<file path="config.mk">
export PLATFORM = sky130hd
export DESIGN_NAME = button_event_classifier
export DESIGN_NICKNAME = d
export VERILOG_FILES = /design/src/rtl/button_event_classifier.sv
export SDC_FILE = /design/constraint.sdc
export NUM_CORES = 1
export LEC_CHECK = 0
export CAP_MARGIN = 5
export CORE_UTILIZATION = 40
export CTS_CLUSTER_DIAMETER = 150
export DETAILED_ROUTE_END_ITERATION = 8
export SLEW_MARGIN = 20
export SYNTH_ARGS = -nofsm -noshare
export SYNTH_HDL_FRONTEND = slang
export SYNTH_SLANG_ARGS = --single-unit
</file>
<file path="constraint.sdc">
create_clock -name clk -period 6.15 [get_ports clk]
set_input_delay 0.615 -clock clk [delete_from_list [all_inputs] [get_ports clk]]
set_output_delay 0.615 -clock clk [all_outputs]
set_load 0.02 [all_outputs]
</file>
<file path="src/rtl/button_event_classifier.sv">
// Turns a debounced button level into one-cycle press/release pulses and
// short/long/double gesture pulses. All outputs are registered.
//
// Ports:
//   clk, reset (async, active-low)
//   button_in      debounced level, 1 = pressed
//   press_pulse    one cycle per accepted rising edge
//   release_pulse  one cycle per falling edge
//   short_press    single press, released early, no second press in gap
//   long_press     button held for LONG_CYCLES
//   double_press   second press inside the gap window
//   busy           a gesture is in progress
module button_event_classifier #(
  parameter int LONG_CYCLES   = 50_000_000,
  parameter int DOUBLE_CYCLES = 12_500_000,
  parameter int CNT_W         = 26
) (
  input  logic clk,
  input  logic reset,
  input  logic button_in,
  output logic press_pulse,
  output logic release_pulse,
  output logic short_press,
  output logic long_press,
  output logic double_press,
  output logic busy
);

  typedef enum logic [2:0] {
    IDLE    = 3'd0,
    PRESSED = 3'd1,
    LONG    = 3'd2,
    GAP     = 3'd3,
    SECOND  = 3'd4
  } state_t;

  localparam logic [CNT_W-1:0] LONG_LAST =
    CNT_W'(LONG_CYCLES - 1);
  localparam logic [CNT_W-1:0] GAP_LAST =
    CNT_W'(DOUBLE_CYCLES - 1);

  state_t           state;
  state_t           state_n;
  logic [CNT_W-1:0] cnt;
  logic             btn_prev;
  logic             armed;
  logic             rise;
  logic             fall;
  logic             long_hit;
  logic             gap_hit;

  logic press_d;
  logic release_d;
  logic short_d;
  logic long_d;
  logic double_d;

  assign rise     = button_in & ~btn_prev;
  assign fall     = ~button_in & btn_prev;
  assign long_hit = (cnt == LONG_LAST);
  assign gap_hit  = (cnt == GAP_LAST);

  // btn_prev resets high so a button held through reset is never
  // reported; armed swallows the fall that this produces.
  always_ff @(posedge clk or negedge reset) begin
    if (!reset) begin
      state    <= IDLE;
      cnt      <= '0;
      btn_prev <= 1'b1;
      armed    <= 1'b0;
    end else begin
      state    <= state_n;
      cnt      <= (state_n != state) ? '0 : cnt + 1'b1;
      btn_prev <= button_in;
      armed    <= armed | fall;
    end
  end

  always_comb begin
    state_n = state;
    case (state)
      IDLE:    if (rise) state_n = PRESSED;
      PRESSED: begin
        if (fall)          state_n = GAP;
        else if (long_hit) state_n = LONG;
      end
      LONG:    if (fall) state_n = IDLE;
      GAP: begin
        if (rise)         state_n = SECOND;
        else if (gap_hit) state_n = IDLE;
      end
      SECOND:  if (fall) state_n = IDLE;
      default: state_n = IDLE;
    endcase
  end

  always_comb begin
    press_d   = rise;
    release_d = fall & armed;
    short_d   = 1'b0;
    long_d    = 1'b0;
    double_d  = 1'b0;
    unique case (1'b1)
      (state == PRESSED): long_d   = ~fall & long_hit;
      (state == GAP):     begin
        double_d = rise;
        short_d  = ~rise & gap_hit;
      end
      default: ;
    endcase
  end

  always_ff @(posedge clk or negedge reset) begin
    if (!reset) begin
      press_pulse   <= 1'b0;
      release_pulse <= 1'b0;
      short_press   <= 1'b0;
      long_press    <= 1'b0;
      double_press  <= 1'b0;
      busy          <= 1'b0;
    end else begin
      press_pulse   <= press_d;
      release_pulse <= release_d;
      short_press   <= short_d;
      long_press    <= long_d;
      double_press  <= double_d;
      busy          <= (state_n != IDLE);
    end
  end

endmodule

</file>
==> metrics.md, run 1 <==
| Metric | Value |
|---|---|
| Die Width | `70.3 µm` |
| N_diodes | `0` |
| RePlAce Congestion | `0.812` |
| Seq/Total Area, Yosys | `0.497` |
| IO Count | `9` |
| PwrDens | `302 mW/mm²` |
| Fin. Hold Viols | `0` |
| FF-to-FF setup slack | `3.75 ns` |
| Hold WS | `0.467 ns` |
| Worst path arrival time | `2.56 ns` |
| Mux contribution to synthesized area | `0` |
| Static leakage | `0.897 nW` |
| Setup Fix Bufs, Post-CTS | `0` |
| Critical path depth in cells | `7` |
| Vias in the first global route | `1347` |
| Core footprint | `0.00441 mm²` |
| Unrepaired setup endpoints after global routing | `false` |
| Cell count after synthesis | `175` |
| Post-synth EDFFs | `0` |
| Area contributors post-synth | `dfrtp_1 (48%), xor2_1 (8.0%), nor2_2 (6.7%)` |
| CTS H-Tree Depth | `2` |
| Slowest-stage cell, CP | `nor4_4` |
| Commonest cells post-synth | `dfrtp_1 (36), nor2_2 (20), xor2_1 (17)` |
| Max stage delay on crit path | `0.41 ns` |
| Max-slew headroom | `0.401` |
| First-pass GRT wire length | `6150 µm` |
| Fmax achieved | `417 MHz` |
| Total number of vias | `1264` |
| Worst Setup End Kind | `flop` |
| Grt ovf | `0` |
| Yosys reg bits | `37` |
| RR Endpoint | `cnt[2]` |
| Die area | `0.00494 mm²` |
| Sequential share of power | `0.474` |
| Fraction of layout cells with a size suffix above 1 | `0.211` |
| Max IR drop VDD | `0.169 mV` |
| # DRC | `0` |
| Vias/cell | `5.22` |
| IO buf count | `8` |
| Max-Cap Viols | `0` |
| Logic pwr share | `0.273` |
| Adder-Cell Fraction of Synth Area | `0.00671` |
| CP Launch Point | `cnt[0]` |
| Max-slew violations | `0` |
| Setup violators final | `0` |
| CTS Hold Buffers Added | `0` |
| Row cnt | `24` |
| Synth Area in Simple Gates | `0.292` |
| Total routed wirelength | `3330 µm` |
| Fill cell count | `395` |
| Final WS setup | `3.75 ns` |
| Initial antenna violation count | `0` |
| NetSw | `0.000216 W` |
| Mapped Area | `0.00187 mm²` |
| Design Area, Final | `0.00208 mm²` |
| Placed cell areas | `0.00200 mm²` |
| Reg2Reg Depth | `7` |
| Share of total power in the clock network | `0.253` |
| Post-DRT Antenna Nets | `0` |
| Ys flop type | `dfrtp_1` |
| Routed len/inst | `13.8 µm` |
| Setup TNS | `0 ns` |
| CP bufs+invs | `1` |
| Detailed placement HPWL | `2370 µm` |
| CP Cell Sequence | `ha_1 -> nand4_1 -> nor4_4 -> a31oi_2 -> a221oi_4 -> buf_4 -> nor2_1` |
| GRT Total Usage | `0.159` |
| Syn_nets | `179` |
| Clock root buffer | `clkbuf_8` |
| Worst-path clk slew | `0.07 ns` |
| Switching portion of total power | `0.344` |
| Max Root-Sink Buffers | `2` |
| XOR/XNOR Fraction of Synth Area | `0.113` |
| Synth area leader | `dfrtp_1` |
| CP Data Required Time | `6.31 ns` |
| Period minus WS final | `2.40 ns` |
| Die height | `70.3 µm` |
| Crit-path max FO | `26` |
| Compound-Gate Fraction of Synth Area | `0.0610` |
| Initial DRC Count | `80` |
| Yosys cell types | `38` |
| Fin util | `0.471` |
| # resized after CTS | `0` |
| Share of synthesized flip-flops with an asynchronous set or reset | `1.00` |
| CP top delay family | `simple AND/OR/NAND/NOR gates` |
| Synth Area per Inst | `10.7 µm²` |
| Final period util | `0.390` |
| Synth-to-Final Area Change | `11.3%` |
| Largest family of logic cells by synthesized area | `simple AND/OR/NAND/NOR gates` |
| Pint | `0.000411 W` |
| First-pass DRT Iterations | `4` |
| Yosys warning count | `0` |
| Final Skew | `0.00955 ns` |
| Status | `finished clean` |
| Origin of the critical flop-to-flop path | `cnt[0]` |
| Startpoint class of the critical path | `flop` |
| Num CTS Buffers | `5` |
| Pin count of the biggest net entering global routing | `38` |
| Top-count cell post-synth | `dfrtp_1` |
| Worst setup path endpoint | `cnt[2]` |
| Clk_lat worst skew | `0.29 ns` |
| CTS tree | `done` |
| Starting Density | `0.423` |
| Hold Crit Class | `flop to flop` |
| Area share of the largest cell type after synthesis | `0.483` |
| Kind of critical path | `flop to flop` |
| # nets final | `193` |
| Worst slew pin tran | `0.892 ns` |
| CTS sink cnt | `37` |
| Post-placement worst setup slack | `3.69 ns` |
==> worst min-delay path by stage <==
| stage | start | to | slack (ns) | depth (start not counted) |
|---|---|---|---|---|
| 2_1_floorplan | reset | armed | 0.32 | 0 |
| 3_3_place_gp | armed | armed | 0.44 | 1 |
| 3_5_place_dp | armed | armed | 0.46 | 1 |
| 4_1_cts | armed | armed | 0.47 | 1 |
| 5_1_grt | cnt[0] | cnt[0] | 0.51 | 1 |
| 6_report | armed | armed | 0.47 | 1 |
==> sequential cells by signal, indices dropped and copies added (netlist names) <==
register / flops
armed: 1
double_press: 1
short_press: 1
release_pulse: 1
cnt: 26
btn_prev: 1
state: 3
press_pulse: 1
long_press: 1
busy: 1
==> layer usage <==
metal | vias to the layer above | GRT usage | share of wire
met5 | - | 0 | 0
met4 | 0 | 0.0556 | 0.014
met3 | 6 | 0.0534 | 0.032
met2 | 13 | 0.258 | 0.49
met1 | 611 | 0.196 | 0.46
li1 | 634 | - | -
==> power by group through the flow <==
stage / Sequential, W / Clock, W / Combinational, W
floorplan: 0.000299 / 0 / 0.000142
global placement: 0.000300 / 0 / 0.000170
detailed placement: 0.000300 / 0 / 0.000173
CTS: 0.000296 / 0.000165 / 0.000175
global route: 0.000301 / 0.000179 / 0.000194
finish: 0.000297 / 0.000159 / 0.000171
==> stage by stage <==
| stage | total power (W) | cells |
|---|---|---|
| floorplan | 0.000441 | 175 |
| global placement | 0.000469 | 234 |
| detailed placement | 0.000473 | 234 |
| CTS | 0.000635 | 242 |
| global route | 0.000674 | 242 |
| finish | 0.000627 | 242 |
==> cell families after synthesis <==
family / after synthesis
flip-flops: 37
AND/OR/NAND/NOR: 91
XOR/XNOR: 24
buffers and inverters: 9
AO/OA/AOI/OAI: 13
adder cells (fa/ha/maj): 1
==> cell type report <==
| type | count | area [µm²] | share of cell area |
|---|---|---|---|
| clock buffer | 7 | 76.3 | 0.0367 |
| multi-input combinational | 129 | 882 | 0.425 |
| timing repair buffer | 11 | 103 | 0.0494 |
| clock inverter | 1 | 5.00 | 0.00241 |
| tap | 52 | 65.1 | 0.0313 |
| inverter | 5 | 18.8 | 0.00904 |
| sequential | 37 | 927 | 0.446 |
==> layout by cell type (no fill, tap or decap), types with 2 or more instances in the layout <==
cell,n
clkbuf_1,2
nor2_2,20
clkdlybuf4s50_1,8
nand2_1,10
nand4_1,8
nand2b_1,4
nor2_1,12
and3_1,2
xor2_1,17
nor2b_1,2
buf_4,3
nand3_1,12
nor3_1,5
xnor2_1,7
nor4_1,5
inv_1,5
clkbuf_8,5
a21oi_1,4
dfrtp_1,36
nor3_2,2
Power figures use the tool's default switching activity.
==> run 2: changes to the inputs <==
==> constraint.sdc (replaced) <==
create_clock -name clk -period 2.33 [get_ports clk]
set_input_delay 0.233 -clock clk [delete_from_list [all_inputs] [get_ports clk]]
set_output_delay 0.233 -clock clk [all_outputs]
set_load 0.02 [all_outputs]
==> run 2 against run 1 <==
Effect of this change: setup slack worse by 3.6 ns; total power grew to 2.8 times the previous value; clock skew down 0.00064 ns; core utilization rose by 1.8 points; clock power grew to 2.8 times the previous value; combinational power grew to 2.9 times the previous value; die area unchanged; flip-flop and latch count unchanged; final cell count up 2.5%; wire length rose by 5.8%; sequential share of layout area down 1.6 points.
==> metrics.md, run 2 (synthesis gave the netlist of run 1 again) <==
| Metric | Value |
|---|---|
| NetSw | `0.000588 W (+170%)` |
| Max-slew violations | `0 (unchanged)` |
| Worst path arrival time | `2.35 ns (-0.21 ns)` |
| Fin. Hold Viols | `0 (unchanged)` |
| Setup Fix Bufs, Post-CTS | `0 (unchanged)` |
| Pin count of the biggest net entering global routing | `38 (unchanged)` |
| CTS tree | `done` |
| # nets final | `199 (+3.1%)` |
| N_diodes | `0 (unchanged)` |
| Max IR drop VDD | `0.383 mV (+130%)` |
| Row cnt | `24 (unchanged)` |
| Max-slew headroom | `0.653 (+0.252)` |
| Pint | `0.00115 W (+180%)` |
| Commonest non-fill, non-tap cell in the layout | `dfrtp_1` |
| Kind of critical path | `flop to flop` |
| Clock root buffer | `clkbuf_8` |
| Sequential share of power | `0.452 (-0.022)` |
| Origin of the critical flop-to-flop path | `cnt[8]` |
| Switching portion of total power | `0.339 (-0.00478)` |
| Core footprint | `0.00441 mm² (unchanged)` |
| IO buf count | `8 (unchanged)` |
| Max reg flops | `26 (unchanged)` |
| FF-to-FF setup slack | `0.15 ns (-3.60 ns)` |
| Fmax achieved | `458 MHz (+10%)` |
| Total number of vias | `1336 (+5.7%)` |
| RePlAce Congestion | `0.833 (+2.5%)` |
| Share of total power in the clock network | `0.259 (+0.006)` |
| Setup TNS | `0 ns (unchanged)` |
| First-pass DRT Iterations | `4 (unchanged)` |
| Period minus WS final | `2.18 ns (-0.219 ns)` |
| First-pass GRT wire length | `6270 µm (+2.0%)` |
| Worst slew pin tran | `0.516 ns (-0.375 ns)` |
| Max Root-Sink Buffers | `2 (unchanged)` |
| Status | `finished clean` |
| Total routed wirelength | `3530 µm (+5.8%)` |
| Synth-to-Final Area Change | `15.5%` |
| Die area | `0.00494 mm² (unchanged)` |
| Final Skew | `0.00891 ns (-0.000640 ns)` |
| Worst Setup End Kind | `flop` |
| CTS sink cnt | `37 (unchanged)` |
| Unrepaired setup endpoints after global routing | `false` |
| PwrDens | `805 mW/mm² (+170%)` |
| Setup violators final | `0 (unchanged)` |
| Grt ovf | `0 (unchanged)` |
| Commonest non-fill, non-tap cells in the layout | `dfrtp_1 (36), nor2_2 (20), xor2_1 (17)` |
| CP Launch Point | `cnt[8]` |
| Static leakage | `0.934 nW (+4.2%)` |
| GRT Total Usage | `0.163 (+0.00368)` |
| Routed len/inst | `14.2 µm (+3.3%)` |
| Hold WS | `0.374 ns (-0.0930 ns)` |
| CP Data Required Time | `2.50 ns (-3.81 ns)` |
| Starting Density | `0.423 (unchanged)` |
| Logic pwr share | `0.288 (+0.015)` |
| Hold Crit Class | `input port to asynchronous set/reset pin` |
| Final period util | `0.936 (+0.546)` |
| Fill cell count | `403 (+2.0%)` |
| CTS H-Tree Depth | `2 (unchanged)` |
| Max-Cap Viols | `0 (unchanged)` |
| Die Width | `70.3 µm (unchanged)` |
| Vias in the first global route | `1407 (+4.5%)` |
| Crit-path max FO | `26 (unchanged)` |
| Worst-path clk slew | `0.07 ns (about the same)` |
| Fraction of layout cells with a size suffix above 1 | `0.240 (+0.0293)` |
| Detailed placement HPWL | `2560 µm (+8.1%)` |
| Vias/cell | `5.39 (+3.1%)` |
| Initial antenna violation count | `0 (unchanged)` |
| Startpoint class of the critical path | `flop` |
| Initial DRC Count | `53 (-34%)` |
| Post-DRT Antenna Nets | `0 (unchanged)` |
| Top reg by flops | `cnt` |
| # DRC | `0 (unchanged)` |
| Num CTS Buffers | `5 (unchanged)` |
| Die height | `70.3 µm (unchanged)` |
| Clk_lat worst skew | `0.28 ns (about the same)` |
| Top flop regs | `cnt x26, state x3` |
| IO Count | `9 (unchanged)` |
## run 2: metal layers
layer / up-vias / track usage / part of all wire
met4: 0 / 0.0911 / 0.015
met1: 653 / 0.205 / 0.46
met3: 4 / 0.0303 / 0.037
met5: - / 0 / 0
li1: 651 / - / -
met2: 28 / 0.261 / 0.49
## run 2: repair_timing
| action | 4_1_cts | 5_1_grt |
|---|---|---|
| hold buffers | 0 | 0 |
| setup endpoints to repair | 0 | 11 |
| resized for setup | 0 | 2 |
## run 2: worst max-delay path: stages, from the launching register on
cell	delay [ns]
dfrtp_1	0.41
or4_4	0.56
nor3_4	0.25
nand4_4	0.17
a221oi_4	0.36
buf_12	0.24
nor2_1	0.07
## run 2: layout make-up
cell class	count	area, µm²	area share
Tap cell	52	65.1	0.0302
Inverter	5	18.8	0.00871
Timing Repair Buffer	17	160	0.0743
Sequential cell	37	927	0.430
Clock buffer	8	90.1	0.0418
Multi-Input combinational cell	129	893	0.415
## run 2: worst paths after layout
check,cells after the start,to
setup / recovery,6,cnt[25]
hold / removal,2,double_press
setup reg to reg,6,cnt[25]
hold reg to reg,1,armed
max in group asynchronous,2,btn_prev
min in group clk,1,btn_prev
## run 2: power by group through the flow
| stage | clock network [W] | logic (W) | registers (W) |
|---|---|---|---|
| after floorplan | 0 | 0.000374 | 0.000789 |
| after global placement | 0 | 0.000489 | 0.000788 |
| after detailed placement | 0 | 0.000501 | 0.000796 |
| after CTS | 0.000464 | 0.000504 | 0.000784 |
| after global routing | 0.000497 | 0.000547 | 0.000796 |
| final | 0.000450 | 0.000500 | 0.000784 |
## run 2: per-stage QoR
| stage | utilization | cells | area (µm²) | setup WS (ns) | power (W) |
|---|---|---|---|---|---|
| floorplan | - | 175 | 1870 | 0.170 | 0.00116 |
| global placement | 0.465 | 240 | 2050 | 0.187 | 0.00128 |
| detailed placement | 0.465 | 240 | 2050 | 0.138 | 0.00130 |
| CTS | 0.486 | 248 | 2140 | 0.117 | 0.00175 |
| global route | 0.488 | 248 | 2150 | 0.0343 | 0.00184 |
| finish | 0.488 | 248 | 2150 | 0.149 | 0.00173 |
==> run 3: changes to the inputs <==
==> constraint.sdc (replaced) <==
create_clock -name clk -period 1.7 [get_ports clk]
set_input_delay 0.17 -clock clk [delete_from_list [all_inputs] [get_ports clk]]
set_output_delay 0.17 -clock clk [all_outputs]
set_load 0.02 [all_outputs]
==> run 3 against run 2 <==
Effect of this change: the flow now finishes with violations (negative setup slack); critical path depth up 1; die area unchanged; maximum frequency up 5.1%; sequential power up 33%; clock skew down 0.0028 ns; largest power group is now combinational cells; critical path type unchanged; clock power up 38%; non-clock buffer count up 43; hold slack worse by 0.079 ns; flip-flop and latch count unchanged; wire length up 28%; core utilization up 11 points; design area up 22%.
==> metrics.md, run 3 (synthesis gave the netlist of run 1 again) <==
| Metric | Value |
|---|---|
| Post-placement worst setup slack | `-0.360 ns (-0.498 ns)` |
| Hold Crit Class | `input port to asynchronous set/reset pin` |
| Period minus WS final | `2.08 ns (-0.106 ns)` |
| Top flop regs | `cnt x26, state x3` |
| GRT Total Usage | `0.196 (+0.0335)` |
| # DRC | `0 (unchanged)` |
| Post-DRT Antenna Nets | `0 (unchanged)` |
| Kind of critical path | `flop to flop` |
| First-pass DRT Iterations | `4 (unchanged)` |
| Max-Cap Viols | `0 (unchanged)` |
| Max IR drop VDD | `0.597 mV (+56%)` |
| Die height | `70.3 µm (unchanged)` |
| Top layer in use | `met4` |
| Total number of vias | `1529 (+14%)` |
| Die Width | `70.3 µm (unchanged)` |
| Total routed wirelength | `4510 µm (+28%)` |
| Core footprint | `0.00441 mm² (unchanged)` |
| CP bufs+invs | `2 (+1)` |
| Fraction of layout cells with a size suffix above 1 | `0.427 (+0.187)` |
| Clk_lat worst skew | `0.30 ns (+0.02 ns)` |
| IO Count | `9 (unchanged)` |
| Vias in the first global route | `1596 (+13%)` |
| Final Skew | `0.00613 ns (-0.00277 ns)` |
| Final WS setup | `-0.376 ns (-0.524 ns)` |
| Startpoint class of the critical path | `flop` |
| RePlAce Congestion | `0.804 (-3.4%)` |
| Pin count of the biggest net entering global routing | `38 (unchanged)` |
| Violated checks | `negative setup slack` |
| CP top delay family | `simple AND/OR/NAND/NOR gates` |
| DRT met1 WL | `1790 µm (+11%)` |
| First-pass GRT wire length | `7530 µm (+20%)` |
| Initial DRC Count | `58 (+9.4%)` |
| Routed wl met3 | `166 µm (+26%)` |
| Detailed placement HPWL | `2890 µm (+13%)` |
| Final period util | `1.22 (+0.285)` |
| Worst-path clk slew | `0.08 ns (about the same)` |
| Max-slew headroom | `0.679 (+0.0262)` |
| Initial antenna violation count | `0 (unchanged)` |
| Worst Setup End Kind | `flop` |
| # nets final | `242 (+22%)` |
| Commonest non-fill, non-tap cell in the layout | `buf_4` |
| FF-to-FF setup slack | `-0.38 ns (-0.52 ns)` |
| Grt ovf | `0 (unchanged)` |
| Commonest non-fill, non-tap cells in the layout | `buf_4 (47), dfrtp_1 (36), nor2_2 (18)` |
| Origin of the critical flop-to-flop path | `cnt[16]` |
| CTS sink cnt | `37 (unchanged)` |
| Vias/cell | `5.25 (-2.5%)` |
| Max reg flops | `26 (unchanged)` |
| PwrDens | `1120 mW/mm² (+39%)` |
| Fmax achieved | `482 MHz (+5.1%)` |
| Max-slew violations | `0 (unchanged)` |
| Top reg by flops | `cnt` |
| WL met2 | `2430 µm (+41%)` |
| CTS Hold Buffers Added | `0 (unchanged)` |
| Worst slew pin tran | `0.481 ns (-0.0354 ns)` |
| Max stage delay on crit path | `0.58 ns (+0.02 ns)` |
| Crit-path max FO | `6 (-77%)` |
| Worst path arrival time | `2.26 ns (-0.09 ns)` |
| Status | `finished with violations` |
| Max Root-Sink Buffers | `2 (unchanged)` |
| Num CTS Buffers | `5 (unchanged)` |
| Fin. Hold Viols | `0 (unchanged)` |
| Die area | `0.00494 mm² (unchanged)` |
| CP Cell Sequence | `or4_4 -> nor3_4 -> nand4_4 -> a221oi_4 -> buf_6 -> clkbuf_16 -> nor2_2` |
| N_diodes | `0 (unchanged)` |
| Synth-to-Final Area Change | `40.5%` |
| Row cnt | `24 (unchanged)` |
| IO buf count | `8 (unchanged)` |
| Slowest-stage cell, CP | `or4_4` |
| Starting Density | `0.423 (unchanged)` |
| RR Endpoint | `cnt[15]` |
| Unrepaired setup endpoints after global routing | `true` |
| Routed len/inst | `15.5 µm (+9.0%)` |
| Fin util | `0.594 (+0.106)` |
| Reg2Reg Depth | `7 (+1)` |
| CTS tree | `done` |
| Static leakage | `1.17 nW (+25%)` |
| Clock root buffer | `clkbuf_8` |
| CTS H-Tree Depth | `2 (unchanged)` |
| CP Data Required Time | `1.89 ns (-0.61 ns)` |
| Setup violators final | `30 (+30)` |
run 3: cell types whose count changed in the layout (fill, tap and decap cells not counted), moves of 2 or more:
cell / before / now
buf_6: 0 / 2
buf_4: 8 / 47
nor4_2: 0 / 3
nor2_4: 0 / 6
nor2_1: 12 / 8
nor2_2: 20 / 18
nor4_1: 5 / 2
run 3: repair_timing:
action	4_1_cts	5_1_grt
pin swaps	1	8
setup endpoints to repair	31	31
gates resized for setup	9	13
setup buffers	3	3
gates cloned	1	1
run 3: area by class of cell:
class	instances	area (µm²)
fillers	381	1790
multi-input cells	129	1000
flip-flops and latches	37	927
repair buffers	60	528
clock buffers	7	76.3
well taps	52	65.1
inverters	5	18.8
clock inverters	1	5.00
run 3: worst max-delay path by stage:
stage	depth (start not counted)	startpoint	slack, ns	end
5_1_grt	7	cnt[16]	-0.47	cnt[13]
3_5_place_dp	6	cnt[16]	-0.36	cnt[2]
2_1_floorplan	7	cnt[10]	-0.41	cnt[10]
6_report	7	cnt[16]	-0.38	cnt[15]
4_1_cts	7	cnt[16]	-0.35	cnt[11]
3_3_place_gp	6	cnt[16]	-0.29	cnt[25]
run 3: routing by layer:
metal,GRT usage,vias up
li1,-,730
met1,0.226,750
met2,0.345,37
met3,0.0491,12
met4,0.0778,0
met5,0,-
run 3: worst reg2reg max path, cell delays in order, from the launching register on:
cell	delay (ns)
dfrtp_1	0.38
or4_4	0.58
nor3_4	0.19
nand4_4	0.13
a221oi_4	0.29
buf_6	0.17
clkbuf_16	0.17
nor2_2	0.04
run 3: stage by stage:
| stage | setup TNS, ns | instances | area [µm²] | power [W] | hold WS [ns] |
|---|---|---|---|---|---|
| floorplan | -9.58 | 175 | 1890 | 0.00160 | -0.126 |
| global placement | -7.63 | 276 | 2340 | 0.00188 | 0.444 |
| detailed placement | -9.32 | 276 | 2340 | 0.00191 | 0.462 |
| CTS | -9.28 | 287 | 2520 | 0.00272 | 0.320 |
| global route | -12.55 | 291 | 2620 | 0.00309 | 0.346 |
| finish | -9.93 | 291 | 2620 | 0.00293 | 0.296 |
run 3: where the power goes:
group          leakage [nW]  switching (W)  internal (W)
registers             0.495      0.0000649      0.000973
clock network        0.0422       0.000332      0.000288
logic                 0.635       0.000659      0.000616
